## src/rtl/conv_sched_pkg.sv

```systemverilog
// Shared constants, state encoding and window/weight vector types for the conv core scheduler.
package conv_sched_pkg;
    localparam int K             = 7;
    localparam int KK            = K * K;
    localparam logic [5:0] CFG_BIAS_ADDR = 6'd49;

    typedef enum logic [2:0] {IDLE, CHECK, FETCH, FIRE, WAIT, OUT, DONE} state_t;

    typedef logic [KK-1:0][7:0]  win_t;
    typedef logic [KK-1:0][15:0] wei_t;
endpackage

```

## src/rtl/conv_core_sched_if.sv

```systemverilog
// Bundle of config, SRAM, conv-core and output-stream signals; master = scheduler side.
interface conv_sched_if #(
    parameter int ADDR_W = 16,
    parameter int DIM_W  = 8
);
    import conv_sched_pkg::*;

    logic              cfg_we;
    logic [5:0]        cfg_addr;
    logic [15:0]       cfg_wdata;
    logic              start;
    logic [DIM_W-1:0]  img_w;
    logic [DIM_W-1:0]  img_h;
    logic              busy;
    logic              done;
    logic              err;
    logic              mem_rd_en;
    logic [ADDR_W-1:0] mem_rd_addr;
    logic [7:0]        mem_rd_data;
    logic              core_enable;
    logic [KK*8-1:0]   core_ima;
    logic [KK*16-1:0]  core_wei;
    logic [15:0]       core_bias;
    logic              core_valid;
    logic [31:0]       core_out;
    logic              out_valid;
    logic              out_ready;
    logic [31:0]       out_data;
    logic [DIM_W-1:0]  out_row;
    logic [DIM_W-1:0]  out_col;

    modport master (
        input  cfg_we, cfg_addr, cfg_wdata, start, img_w, img_h,
               mem_rd_data, core_valid, core_out, out_ready,
        output busy, done, err, mem_rd_en, mem_rd_addr,
               core_enable, core_ima, core_wei, core_bias,
               out_valid, out_data, out_row, out_col
    );

    modport slave (
        output cfg_we, cfg_addr, cfg_wdata, start, img_w, img_h,
               mem_rd_data, core_valid, core_out, out_ready,
        input  busy, done, err, mem_rd_en, mem_rd_addr,
               core_enable, core_ima, core_wei, core_bias,
               out_valid, out_data, out_row, out_col
    );
endinterface

```

## src/rtl/conv_core_sched_loader.sv

```systemverilog
// conv_win_loader: walks the 7x7 window (ky outer, kx inner), one SRAM read per cycle,
// and drops each returned pixel into its window slot one cycle later.
module conv_win_loader
    import conv_sched_pkg::*;
#(
    parameter int ADDR_W = 16,
    parameter int DIM_W  = 8
) (
    input  logic              clk,
    input  logic              rst_n,
    input  logic              fetch_i,
    input  logic [DIM_W-1:0]  row_i,
    input  logic [DIM_W-1:0]  col_i,
    input  logic [DIM_W-1:0]  img_w_i,
    output logic              rd_en_o,
    output logic [ADDR_W-1:0] rd_addr_o,
    input  logic [7:0]        rd_data_i,
    output logic              last_o,
    output win_t              win_o
);
    logic [5:0]        cnt_q;
    logic [2:0]        ky_q, kx_q;
    logic              rd_vld_q;
    logic [5:0]        slot_q;
    win_t              win_q;
    logic [ADDR_W-1:0] y, x;

    // cnt runs 0..49: 49 read cycles plus one to catch the final returned pixel
    assign rd_en_o   = fetch_i && (cnt_q < 6'(KK));
    assign last_o    = fetch_i && (cnt_q == 6'(KK));
    assign y         = ADDR_W'(row_i) + ADDR_W'(ky_q);
    assign x         = ADDR_W'(col_i) + ADDR_W'(kx_q);
    assign rd_addr_o = rd_en_o ? (y * ADDR_W'(img_w_i) + x) : '0;
    assign win_o     = win_q;

    always_ff @(posedge clk or negedge rst_n) begin
        if (!rst_n) begin
            cnt_q    <= '0;
            ky_q     <= '0;
            kx_q     <= '0;
            rd_vld_q <= 1'b0;
            slot_q   <= '0;
            win_q    <= '0;
        end else begin
            rd_vld_q <= rd_en_o;
            slot_q   <= cnt_q;
            if (rd_vld_q)
                win_q[slot_q] <= rd_data_i;
            if (!fetch_i) begin
                cnt_q <= '0;
                ky_q  <= '0;
                kx_q  <= '0;
            end else if (rd_en_o) begin
                cnt_q <= cnt_q + 6'd1;
                if (kx_q == 3'(K-1)) begin
                    kx_q <= '0;
                    ky_q <= ky_q + 3'd1;
                end else begin
                    kx_q <= kx_q + 3'd1;
                end
            end
        end
    end
endmodule

```

## src/rtl/conv_core_sched.sv

```systemverilog
// Job scheduler for the 7x7 conv core: FSM, weight/bias config regs, result handshake.
// Build option CONV_SCHED_RELU_EN clamps negative core results to zero.
module conv_core_sched
    import conv_sched_pkg::*;
#(
    parameter int ADDR_W = 16,
    parameter int DIM_W  = 8
) (
    input  logic         clk,
    input  logic         rst_n,
    conv_sched_if.master bus
);
    localparam logic [2:0] S_IDLE  = IDLE;
    localparam logic [2:0] S_CHECK = CHECK;
    localparam logic [2:0] S_FETCH = FETCH;
    localparam logic [2:0] S_FIRE  = FIRE;
    localparam logic [2:0] S_WAIT  = WAIT;
    localparam logic [2:0] S_OUT   = OUT;
    localparam logic [2:0] S_DONE  = DONE;

    logic [2:0]       state_q, state_d;
    logic [DIM_W-1:0] w_q, h_q;
    logic [DIM_W-1:0] row_q, row_d, col_q, col_d;
    wei_t             wei_q;
    logic [15:0]      bias_q;
    logic [31:0]      res_q, res_d;
    logic             err_q;
    logic             start_ok, cfg_ok, dims_bad, last_col, last_row, fetch_last;
    win_t             win;

    assign start_ok = (state_q == S_IDLE) && bus.start;
    // weights are frozen for the whole job; writes only land between jobs
    assign cfg_ok   = bus.cfg_we && ((state_q == S_IDLE) || (state_q == S_DONE));
    assign dims_bad = (w_q < DIM_W'(K)) || (h_q < DIM_W'(K));
    assign last_col = (col_q == w_q - DIM_W'(K));
    assign last_row = (row_q == h_q - DIM_W'(K));

    conv_win_loader #(.ADDR_W(ADDR_W), .DIM_W(DIM_W)) u_loader (
        .clk       (clk),
        .rst_n     (rst_n),
        .fetch_i   (state_q == S_FETCH),
        .row_i     (row_q),
        .col_i     (col_q),
        .img_w_i   (w_q),
        .rd_en_o   (bus.mem_rd_en),
        .rd_addr_o (bus.mem_rd_addr),
        .rd_data_i (bus.mem_rd_data),
        .last_o    (fetch_last),
        .win_o     (win)
    );

    always_comb begin
        state_d = state_q;
        row_d   = row_q;
        col_d   = col_q;
        case (state_q)
            S_IDLE:  if (bus.start) state_d = S_CHECK;
            S_CHECK: begin
                row_d   = '0;
                col_d   = '0;
                state_d = dims_bad ? S_DONE : S_FETCH;
            end
            S_FETCH: if (fetch_last) state_d = S_FIRE;
            S_FIRE:  state_d = S_WAIT;
            S_WAIT:  if (bus.core_valid) state_d = S_OUT;
            S_OUT: begin
                if (bus.out_ready) begin
                    if (last_col) begin
                        col_d = '0;
                        if (last_row) begin
                            state_d = S_DONE;
                        end else begin
                            row_d   = row_q + DIM_W'(1);
                            state_d = S_FETCH;
                        end
                    end else begin
                        col_d   = col_q + DIM_W'(1);
                        state_d = S_FETCH;
                    end
                end
            end
            S_DONE:  state_d = S_IDLE;
            default: state_d = S_IDLE;
        endcase
    end

    always_comb begin
`ifdef CONV_SCHED_RELU_EN
        res_d = bus.core_out[31] ? '0 : bus.core_out;
`else
        res_d = bus.core_out;
`endif
    end

    always_ff @(posedge clk or negedge rst_n) begin
        if (!rst_n) begin
            state_q <= S_IDLE;
            w_q     <= '0;
            h_q     <= '0;
            row_q   <= '0;
            col_q   <= '0;
            wei_q   <= '0;
            bias_q  <= '0;
            res_q   <= '0;
            err_q   <= 1'b0;
        end else begin
            state_q <= state_d;
            row_q   <= row_d;
            col_q   <= col_d;
            if (start_ok) begin
                w_q   <= bus.img_w;
                h_q   <= bus.img_h;
                err_q <= 1'b0;
            end
            if ((state_q == S_CHECK) && dims_bad)
                err_q <= 1'b1;
            if ((state_q == S_WAIT) && bus.core_valid)
                res_q <= res_d;
            if (cfg_ok) begin
                if (bus.cfg_addr < 6'(KK))
                    wei_q[bus.cfg_addr] <= bus.cfg_wdata;
                else if (bus.cfg_addr == CFG_BIAS_ADDR)
                    bias_q <= bus.cfg_wdata;
            end
        end
    end

    assign bus.busy        = (state_q != S_IDLE) && (state_q != S_DONE);
    assign bus.done        = (state_q == S_DONE);
    assign bus.err         = err_q;
    assign bus.core_enable = (state_q == S_FIRE);
    assign bus.core_ima    = win;
    assign bus.core_wei    = wei_q;
    assign bus.core_bias   = bias_q;
    assign bus.out_valid   = (state_q == S_OUT);
    assign bus.out_data    = res_q;
    assign bus.out_row     = row_q;
    assign bus.out_col     = col_q;
endmodule
```

## src/flat_wrapper.sv

```systemverilog
// flat-port wrapper written by rule: the top's interface ports become plain ports
module conv_core_sched_flat import conv_sched_pkg::*;
#(
    parameter int ADDR_W = 16,
    parameter int DIM_W  = 8
)
  (clk, rst_n, bus_cfg_we, bus_cfg_addr, bus_cfg_wdata, bus_start, bus_img_w, bus_img_h, bus_mem_rd_data, bus_core_valid, bus_core_out, bus_out_ready, bus_busy, bus_done, bus_err, bus_mem_rd_en, bus_mem_rd_addr, bus_core_enable, bus_core_ima, bus_core_wei, bus_core_bias, bus_out_valid, bus_out_data, bus_out_row, bus_out_col);
  conv_sched_if #(.ADDR_W(ADDR_W), .DIM_W(DIM_W)) bus_i ();
  input  logic clk;
  input  logic rst_n;
  input wire logic [$bits(bus_i.cfg_we)-1:0] bus_cfg_we;
  input wire logic [$bits(bus_i.cfg_addr)-1:0] bus_cfg_addr;
  input wire logic [$bits(bus_i.cfg_wdata)-1:0] bus_cfg_wdata;
  input wire logic [$bits(bus_i.start)-1:0] bus_start;
  input wire logic [$bits(bus_i.img_w)-1:0] bus_img_w;
  input wire logic [$bits(bus_i.img_h)-1:0] bus_img_h;
  input wire logic [$bits(bus_i.mem_rd_data)-1:0] bus_mem_rd_data;
  input wire logic [$bits(bus_i.core_valid)-1:0] bus_core_valid;
  input wire logic [$bits(bus_i.core_out)-1:0] bus_core_out;
  input wire logic [$bits(bus_i.out_ready)-1:0] bus_out_ready;
  output wire logic [$bits(bus_i.busy)-1:0] bus_busy;
  output wire logic [$bits(bus_i.done)-1:0] bus_done;
  output wire logic [$bits(bus_i.err)-1:0] bus_err;
  output wire logic [$bits(bus_i.mem_rd_en)-1:0] bus_mem_rd_en;
  output wire logic [$bits(bus_i.mem_rd_addr)-1:0] bus_mem_rd_addr;
  output wire logic [$bits(bus_i.core_enable)-1:0] bus_core_enable;
  output wire logic [$bits(bus_i.core_ima)-1:0] bus_core_ima;
  output wire logic [$bits(bus_i.core_wei)-1:0] bus_core_wei;
  output wire logic [$bits(bus_i.core_bias)-1:0] bus_core_bias;
  output wire logic [$bits(bus_i.out_valid)-1:0] bus_out_valid;
  output wire logic [$bits(bus_i.out_data)-1:0] bus_out_data;
  output wire logic [$bits(bus_i.out_row)-1:0] bus_out_row;
  output wire logic [$bits(bus_i.out_col)-1:0] bus_out_col;
  assign bus_i.cfg_we = bus_cfg_we;
  assign bus_i.cfg_addr = bus_cfg_addr;
  assign bus_i.cfg_wdata = bus_cfg_wdata;
  assign bus_i.start = bus_start;
  assign bus_i.img_w = bus_img_w;
  assign bus_i.img_h = bus_img_h;
  assign bus_i.mem_rd_data = bus_mem_rd_data;
  assign bus_i.core_valid = bus_core_valid;
  assign bus_i.core_out = bus_core_out;
  assign bus_i.out_ready = bus_out_ready;
  assign bus_busy = bus_i.busy;
  assign bus_done = bus_i.done;
  assign bus_err = bus_i.err;
  assign bus_mem_rd_en = bus_i.mem_rd_en;
  assign bus_mem_rd_addr = bus_i.mem_rd_addr;
  assign bus_core_enable = bus_i.core_enable;
  assign bus_core_ima = bus_i.core_ima;
  assign bus_core_wei = bus_i.core_wei;
  assign bus_core_bias = bus_i.core_bias;
  assign bus_out_valid = bus_i.out_valid;
  assign bus_out_data = bus_i.out_data;
  assign bus_out_row = bus_i.out_row;
  assign bus_out_col = bus_i.out_col;
  conv_core_sched #(.ADDR_W(ADDR_W), .DIM_W(DIM_W)) u_core (.clk(clk), .rst_n(rst_n), .bus(bus_i));
endmodule
```

## config.mk

```make
export PLATFORM = sky130hd
export DESIGN_NAME = conv_core_sched_flat
export DESIGN_NICKNAME = d
export VERILOG_FILES = /design/src/rtl/conv_sched_pkg.sv /design/src/rtl/conv_core_sched_if.sv /design/src/rtl/conv_core_sched_loader.sv /design/src/rtl/conv_core_sched.sv /design/src/flat_wrapper.sv
export SDC_FILE = /design/constraint.sdc
export NUM_CORES = 2
export LEC_CHECK = 0
export ABC_AREA = 1
export CAP_MARGIN = 10
export CELL_PAD_IN_SITES_DETAIL_PLACEMENT = 1
export CELL_PAD_IN_SITES_GLOBAL_PLACEMENT = 1
export CORE_AREA = 2 2 525 527
export DETAILED_ROUTE_END_ITERATION = 16
export DIE_AREA = 0 0 527 529
export PLACE_DENSITY_LB_ADDON = 0.1
export SETUP_SLACK_MARGIN = 0.2
export SLEW_MARGIN = 40
export SYNTH_ARGS = -nofsm -noshare
export SYNTH_HDL_FRONTEND = slang
export SYNTH_SLANG_ARGS = --single-unit
export TNS_END_PERCENT = 5
```

## constraint.sdc

```tcl
create_clock -name clk -period 17.9 [get_ports clk]
set_input_delay 4.475 -clock clk [delete_from_list [all_inputs] [get_ports clk]]
set_output_delay 4.475 -clock clk [all_outputs]
set_load 0.01 [all_outputs]
```

# Word-level counts from Yosys, hierarchy flattened
# Index checks and enable logic that the tools add are counted.
classes:
  n_eq_ne: 20
  reduce_logical: 21
  magnitude_cmp: 8
  bitwise: 1
  add_sub_neg: 10
  n_mux: 32
  mul: 1
ops:
  columns: ["op", "count"]
  rows:
  - ["bitwise mux 784 bit", 1]
  - ["bitwise mux 392 bit", 1]
  - ["demux 16 bit (select 6 bit)", 1]
  - ["demux 8 bit (select 6 bit)", 1]
  - ["2-to-1 mux 8 bit", 6]
  - ["2-to-1 mux 3 bit", 13]
  - ["2-to-1 mux 16 bit", 2]
  - ["one-hot mux 8 bit (2 select lines)", 2]
  - ["adder 8 x 3 -> 9 bit", 2]
  - ["one-hot mux 3 bit (6 select lines)", 1]
  - ["adder 16 x 9 -> 16 bit", 1]
  - ["adder 8 x 1 -> 8 bit (second input constant)", 2]
  - ["== test 8 bit", 2]
  - ["< comparator 8 x 3 -> 1 bit (second input constant)", 2]
  - ["multiplier 9 x 8 -> 16 bit", 1]
  - ["subtractor 8 x 3 -> 8 bit (second input constant)", 2]
  - ["< comparator 6 x 7 -> 1 bit (second input constant)", 2]
  - ["== test 3 bit (second input constant)", 4]
  - ["== test 6 bit (second input constant)", 2]
  - [">= comparator 6 x 1 -> 1 bit (second input constant)", 2]
  - ["< comparator 6 bit (second input constant)", 2]
  - ["2-to-1 mux 6 bit", 2]
  - ["logical AND 1 bit", 9]
  - ["!= test 2 x 1 -> 1 bit (second input constant)", 4]
  - ["15 further kinds", 26]
totals:
  output_inout_bits: 1262
  in_bits: 84
  ff_bits: 1279

# Longest topological paths before layout
depth:
  word_depth: 6
  depth_mapped: 27
  mapped_depth_nobuf: 27

# By module
# From an unflattened synthesis, not the netlist that was laid out.
unflattened:
  hier_cells: 5046
  area_unflattened_um2: 49802.8
by_module_without_submodules:
  columns: ["mod", "cells_per_inst", "instances", "area_each_um2"]
  rows:
  - ["conv_core_sched", 3139, 1, 31959.4]
  - ["conv_win_loader", 1907, 1, 17843.4]

# Worst setup path before layout
# No wires, ideal clock.
synth_timing:
  kind: "register to output"
  from: "register u_core.row_q[0], in the netlist u_core.bus.out_row[0]"
  to: "output port bus_mem_rd_addr[11]"
  stages_incl_launch_ff: 24
  slack_ns: 8.245
  required_time_ns: 13.425
  t_arrival_ns: 5.180
  path_buffers: 0
  path_cell_list: "dfrtp_1 > ha_1 > inv_1 > fa_1 > inv_1 > nand2_1 > a21oi_1 > nand2_1 > nor2_1 > nor2_1 > inv_1 > nor2_1 > fa_1 > fa_1 > fa_1 > inv_1 > fa_1 > inv_1 > ha_1 > a21oi_1 > a21boi_0 > o211ai_1 > xnor2_1 > nor2_1"
synth_via:
  elab_chain_cells: 4
synth_rtl:
  columns: ["item", "line", "source"]
  rows:
  - ["from (decl)", "conv_core_sched.sv:23", "logic [DIM_W-1:0] row_q, row_d, col_q, col_d;"]
  - ["from (signal assigned)", "conv_core_sched.sv:108", "row_q <= row_d;"]
  - ["adder 8 x 3 -> 9 bit", "conv_core_sched_loader.sv:31", "assign y = ADDR_W'(row_i) + ADDR_W'(ky_q);"]
  - ["multiplier 9 x 8 -> 16 bit", "conv_core_sched_loader.sv:33", "assign rd_addr_o = rd_en_o ? (y * ADDR_W'(img_w_i) + x) : '0;"]
  - ["adder 16 x 9 -> 16 bit", "conv_core_sched_loader.sv:33", null]
  - ["2-to-1 mux 16 bit", "conv_core_sched_loader.sv:33", null]
  - ["to (decl)", "flat_wrapper.sv:25", "output wire logic [$bits(bus_i.mem_rd_addr)-1:0] bus_mem_rd_addr;"]
# No other way between the ends.

# Worst setup path after layout
# Ends and elaborated chain as after synthesis.

==> flow_results.org <==
** Clock network
- TritonCTS built the clock tree.
- The longest clock path from root to sink contains 4 buffers.
- Cell chosen for the clock root :: sky130_fd_sc_hd__clkbuf_16
- In this run, CTS created clock tree buffers numbering about 170.
- Clock edge transition at the registers on the reported setup and hold paths :: about 60 ps
- The later pin in the worst-skew pair is clocked with a latency of 860 ps.
- Count of instances resized after the clock tree is built :: 0
- CTS built an H-tree with a depth of 4.
- Hold-fix buffers, CTS :: 0
- Number of clock sinks :: roughly 1,300
- Buffer count from post-CTS setup fixing :: 0

** Critical path
- R2R Setup Slk :: 14,890 ps
- The startpoint identified for the worst register-to-register timing path is u_core.w_q[0]$_DFFE_PN0P_.
- STA classifies the critical path endpoint as a primary output.
- The critical path is of the reg -> out type.
- Together, buffers and inverters on the worst path number 6.
- For the worst setup path, the data arrival time is between 7000 and 8000 ps.
- STA classifies the critical path startpoint as a flip-flop.
- The cell family contributing the most delay on the critical path is adder cells.
- The endpoint identified for the worst register-to-register timing path is u_core.bus.out_row[5]$_DFFE_PN0P_.
- In this run the worst path has a maximum fanout of 9.
- The largest individual stage delay along the critical path comes from the cell sky130_fd_sc_hd__clkdlybuf4s50_1.
- Crit path required time :: between 10,000 and 15,000 ps
- Peak per-stage delay on the critical path :: between 600 and 700 ps
- Traced cell by cell, the critical path runs through ha_1 > inv_1 > fa_1 > inv_1 > nand2_1 > a21oi_1 > a21oi_1 > nor2_1 > inv_1 > nor2_1 > fa_1 > fa_1 > fa_1 > inv_1 > fa_1 > inv_1 > ha_1 > a21oi_1 > a21boi_0 > o211ai_1 > xnor2_1 > nor2_1 > clkdlybuf4s50_1.
- Cells on worst reg2reg path :: 13

** Cells and area
- Area growth syn-to-layout :: 47.12%
- Number of filler cells placed in the layout :: ~31,000
- Ratio of cells with drive above 1 in the final layout :: approximately 7.3%
- The net count of the finished layout is 6,434.
- Filler-free cell count of the finished design :: 9,983
- For this run, the share of the core covered by cells in the final layout is between 20% and 30%.
- In the final layout, the multi-input gates occupy between 15,000 and 20,000 µm².
- Sequential cell area :: ~32,000 µm²

** Global routing
- Vias in the first global route :: about 43,000
- Summed over all layers, the global routing overflow is 0.
- The number of antenna violations at the first check in global routing came to 26.
- Entering global routing, the biggest net connects approximately 110 pins.
- Overall global routing resource usage :: a little under a fifth
- The first global-routing pass estimated roughly 360,000 µm of wire.

** Logic synthesis
- For this run, asynchronously set or reset flops after synthesis account for between 90% and 100%.
- Measured against the total synthesized area, the mux share comes to less than 1%.
- For this run, the leading register cell type out of synthesis is sky130_fd_sc_hd__dfrtp_1.
- Compound-Gate Fraction of Synth Area :: 13.01%
- Number of cells produced by synthesis :: 4,987
- The number of nets handed over by synthesis was 5,171.
- Avg Inst Size Synth :: around 10 µm²
- Summing the areas of all and, or, nand and nor instances in the mapped netlist gives between 10% and 20% of the synthesized area.
- Largest family of logic cells by synthesized area :: simple AND/OR/NAND/NOR gates
- Yosys warning total :: 0
- The synthesized netlist devotes 3.281% of its cell area to adder and majority cells.
- Distinct cell type count of the synthesized netlist :: 42
- After Yosys synthesis, XOR and XNOR cells account for less than 1% of the synthesized area.
- The synthesized design contains 0 enable-type register cells.
- The cell area that synthesis handed to floorplanning was approximately 50,000 µm².
- Number of synthesized register bits :: roughly 1,300
- Share of synthesized area occupied by flip-flops and latches :: between 60 and 70%

** Timing
- The final max-slew violation count is 0.
- Setup TNS :: 0 ps
- Number of setup violations in the final report :: 0
- Fmax :: between 0.08 and 0.09 GHz
- Across all setup checks in the final design, the least slack found is around 6000 ps.
- For the finished layout, the period the worst path requires is approximately 12,000 ps.
- The number of hold violations in the final report is 0.
- Unrepaired setup endpoints after global routing :: no
- Portion of the clock cycle consumed by the worst path in the final layout :: approximately two thirds
- For the pin with the worst max-slew slack, the measured transition is 850.4 ps.
- Slew Limit Headroom :: a little over two fifths
- Final Skew :: 58.33 ps

** Place
- Estimated wirelength of the detail-placed design :: 188,000 µm
- Placed cell count :: slightly below 10,000
- At the placement stage, the worst setup path has a slack of 6775 ps.
- The count of buffers added on input and output ports is 1,345.
- Final weighted congestion in routability-driven placement :: between 0.7 and 0.8

** Floorplanning
- Number of rows in the core area :: roughly 190
- Die height :: around 530 µm
- Floorplan Core Area :: ~270,000 µm²
- Pin placement for this block handled 1,346 I/O pins.
- X dimension of the die :: 527 µm
- Initial core utilization :: 18.16%
- The die covers 278,800 µm².

** Route
- Once detail routing completed, the nets flagged for antenna violations numbered 0.
- Wire length per cell after detailed routing :: 26.36 µm
- WL final :: 263,100 µm
- Across all layers, the routed design uses ~41,000 vias.
- The first routing iteration left approximately 2,300 violations.
- Vias per std cell :: roughly 4.1
- Router iterations before antenna repair :: 5
- # DRC :: 0

** Min path
- Launch instance of the worst min-delay path :: u_core.u_loader.cnt_q[1]$_DFFE_PN0P_
- End point of the worst hold path :: u_core.u_loader.slot_q[1]$_DFF_PN0_
- The min-delay analysis places its worst path in the category reg -> reg.
- The worst hold path passes through 0 cells.

** Pwr
- After layout, the design draws a total of between 8000 and 9000 µW.
- Max IR drop VDD :: about 0.071 mV
- Power density over the cells :: about 120 nW/µm²
- The analysis attributes to cell leakage a power of 0.03215 µW.

** Run status
- Outcome :: finished clean

** Job
- Max-cap violations in this run came to 0.
==> synthesized netlist by cell type (3+ instances only) <==
library cell               number  share of area (%)
sky130_fd_sc_hd__nor3_1        24               0.24
sky130_fd_sc_hd__o21bai_1       6              0.091
sky130_fd_sc_hd__nand3_1       41               0.41
sky130_fd_sc_hd__inv_1        201                1.5
sky130_fd_sc_hd__buf_2         18               0.18
sky130_fd_sc_hd__o21ai_0     1184                 12
sky130_fd_sc_hd__xnor2_1       10               0.18
sky130_fd_sc_hd__clkbuf_1     320                2.4
sky130_fd_sc_hd__a21oi_1       38               0.38
sky130_fd_sc_hd__o21ai_1       40               0.40
sky130_fd_sc_hd__dfrtp_1     1279                 65
sky130_fd_sc_hd__mux2_2        32               0.73
sky130_fd_sc_hd__xor2_1        19               0.34
sky130_fd_sc_hd__nand2_2        7              0.088
sky130_fd_sc_hd__ha_1          50                1.3
sky130_fd_sc_hd__nor2_2         3              0.038
sky130_fd_sc_hd__fa_1          50                2.0
sky130_fd_sc_hd__nor2_4         7               0.16
sky130_fd_sc_hd__nand4_4        3               0.13
sky130_fd_sc_hd__nand2_1     1483                 11
sky130_fd_sc_hd__nand4_1       24               0.30
sky130_fd_sc_hd__buf_1          4              0.030
sky130_fd_sc_hd__or2_2          3              0.038
sky130_fd_sc_hd__nor2_1       114               0.86
==> power by group <==
group / internal (µW) / switching [µW]
Sequential: 3240 / 233
Combinational: 788 / 1040
Clock: 2120 / 1410
Total: 6150 / 2680
==> registers in the layout, indices dropped and copies added, names as in the netlist, 6 cells and up <==
register	cells
u_core.bus.core_wei	784
u_core.u_loader.cnt_q	6
u_core.u_loader.slot_q	6
u_core.bus.out_col	8
u_core.h_q	8
u_core.bus.out_data	32
u_core.bus.out_row	8
u_core.w_q	8
u_core.bus.core_bias	16
u_core.u_loader.win_o	392
==> worst max path at each step <==
stage | start | depth (start not counted) | end | slack (ps)
floorplan | u_core.bus.out_row[0]$_DFFE_PN0P_ | 23 | bus_mem_rd_addr[11] | 8240
global placement | u_core.bus.out_row[0]$_DFFE_PN0P_ | 23 | bus_mem_rd_addr[11] | 6860
detailed placement | u_core.bus.out_row[0]$_DFFE_PN0P_ | 23 | bus_mem_rd_addr[11] | 6780
CTS | u_core.bus.out_row[0]$_DFFE_PN0P_ | 23 | bus_mem_rd_addr[11] | 5800
global route | u_core.bus.out_row[0]$_DFFE_PN0P_ | 23 | bus_mem_rd_addr[11] | 5420
finish | u_core.bus.out_row[0]$_DFFE_PN0P_ | 23 | bus_mem_rd_addr[11] | 5960
==> placed cells by master (no fill, tap or decap), types with 50 or more instances in the layout <==
cell,n
sky130_fd_sc_hd__dfrtp_1,1279
sky130_fd_sc_hd__o21ai_0,1184
sky130_fd_sc_hd__buf_4,63
sky130_fd_sc_hd__nand2_1,1462
sky130_fd_sc_hd__inv_1,177
sky130_fd_sc_hd__clkbuf_16,173
sky130_fd_sc_hd__nor2_1,110
sky130_fd_sc_hd__ha_1,50
sky130_fd_sc_hd__clkdlybuf4s50_1,1344
sky130_fd_sc_hd__fa_1,50
sky130_fd_sc_hd__clkbuf_1,50
==> stage by stage <==
stage               hold slack, ps  instance area [µm²]
global route                 485.8                72910
floorplan                    395.3                49570
CTS                          459.3                72890
global placement             452.8                66960
detailed placement           465.8                67190
finish                       469.0                72920
==> logic make-up after synthesis <==
group / count (synthesis)
compound gates: 1280
xor+xnor: 29
fa+ha+maj: 100
buf+inv: 549
flops: 1279
mux: 32
simple gates: 1718
==> worst register-to-register path, stage by stage, from the launching register on <==
cell	delay [ps]
sky130_fd_sc_hd__dfrtp_1	560
sky130_fd_sc_hd__ha_1	310
sky130_fd_sc_hd__nand2_1	100
sky130_fd_sc_hd__nand2_1	120
sky130_fd_sc_hd__nor2_1	260
sky130_fd_sc_hd__nand2_1	90
sky130_fd_sc_hd__nand2_1	60
sky130_fd_sc_hd__nand2_1	50
sky130_fd_sc_hd__nor2_1	80
sky130_fd_sc_hd__nand2_1	140
sky130_fd_sc_hd__nand2_1	570
sky130_fd_sc_hd__nand3_2	360
sky130_fd_sc_hd__nand2_1	160
sky130_fd_sc_hd__nand2_1	60
==> layer usage <==
metal  up-vias  track usage (%)  wire, µm
met5         -                0         0
met3       279            6.928     23090
li1      18740                -         -
met1     20310            21.89    106600
met2      1210            30.87    125600
met4         0            5.372      7787
==> layout make-up <==
cell class	instances	area share (%)
Tap cell	3589	6.158
Inverter	206	1.107
Clock inverter	39	0.7618
Multi-Input combinational cell	3159	21.41
Antenna cell	9	0.03088
Clock buffer	269	7.062
Sequential cell	1279	43.89
Timing Repair Buffer	1433	19.58
(Power assumes the default switching activity.)
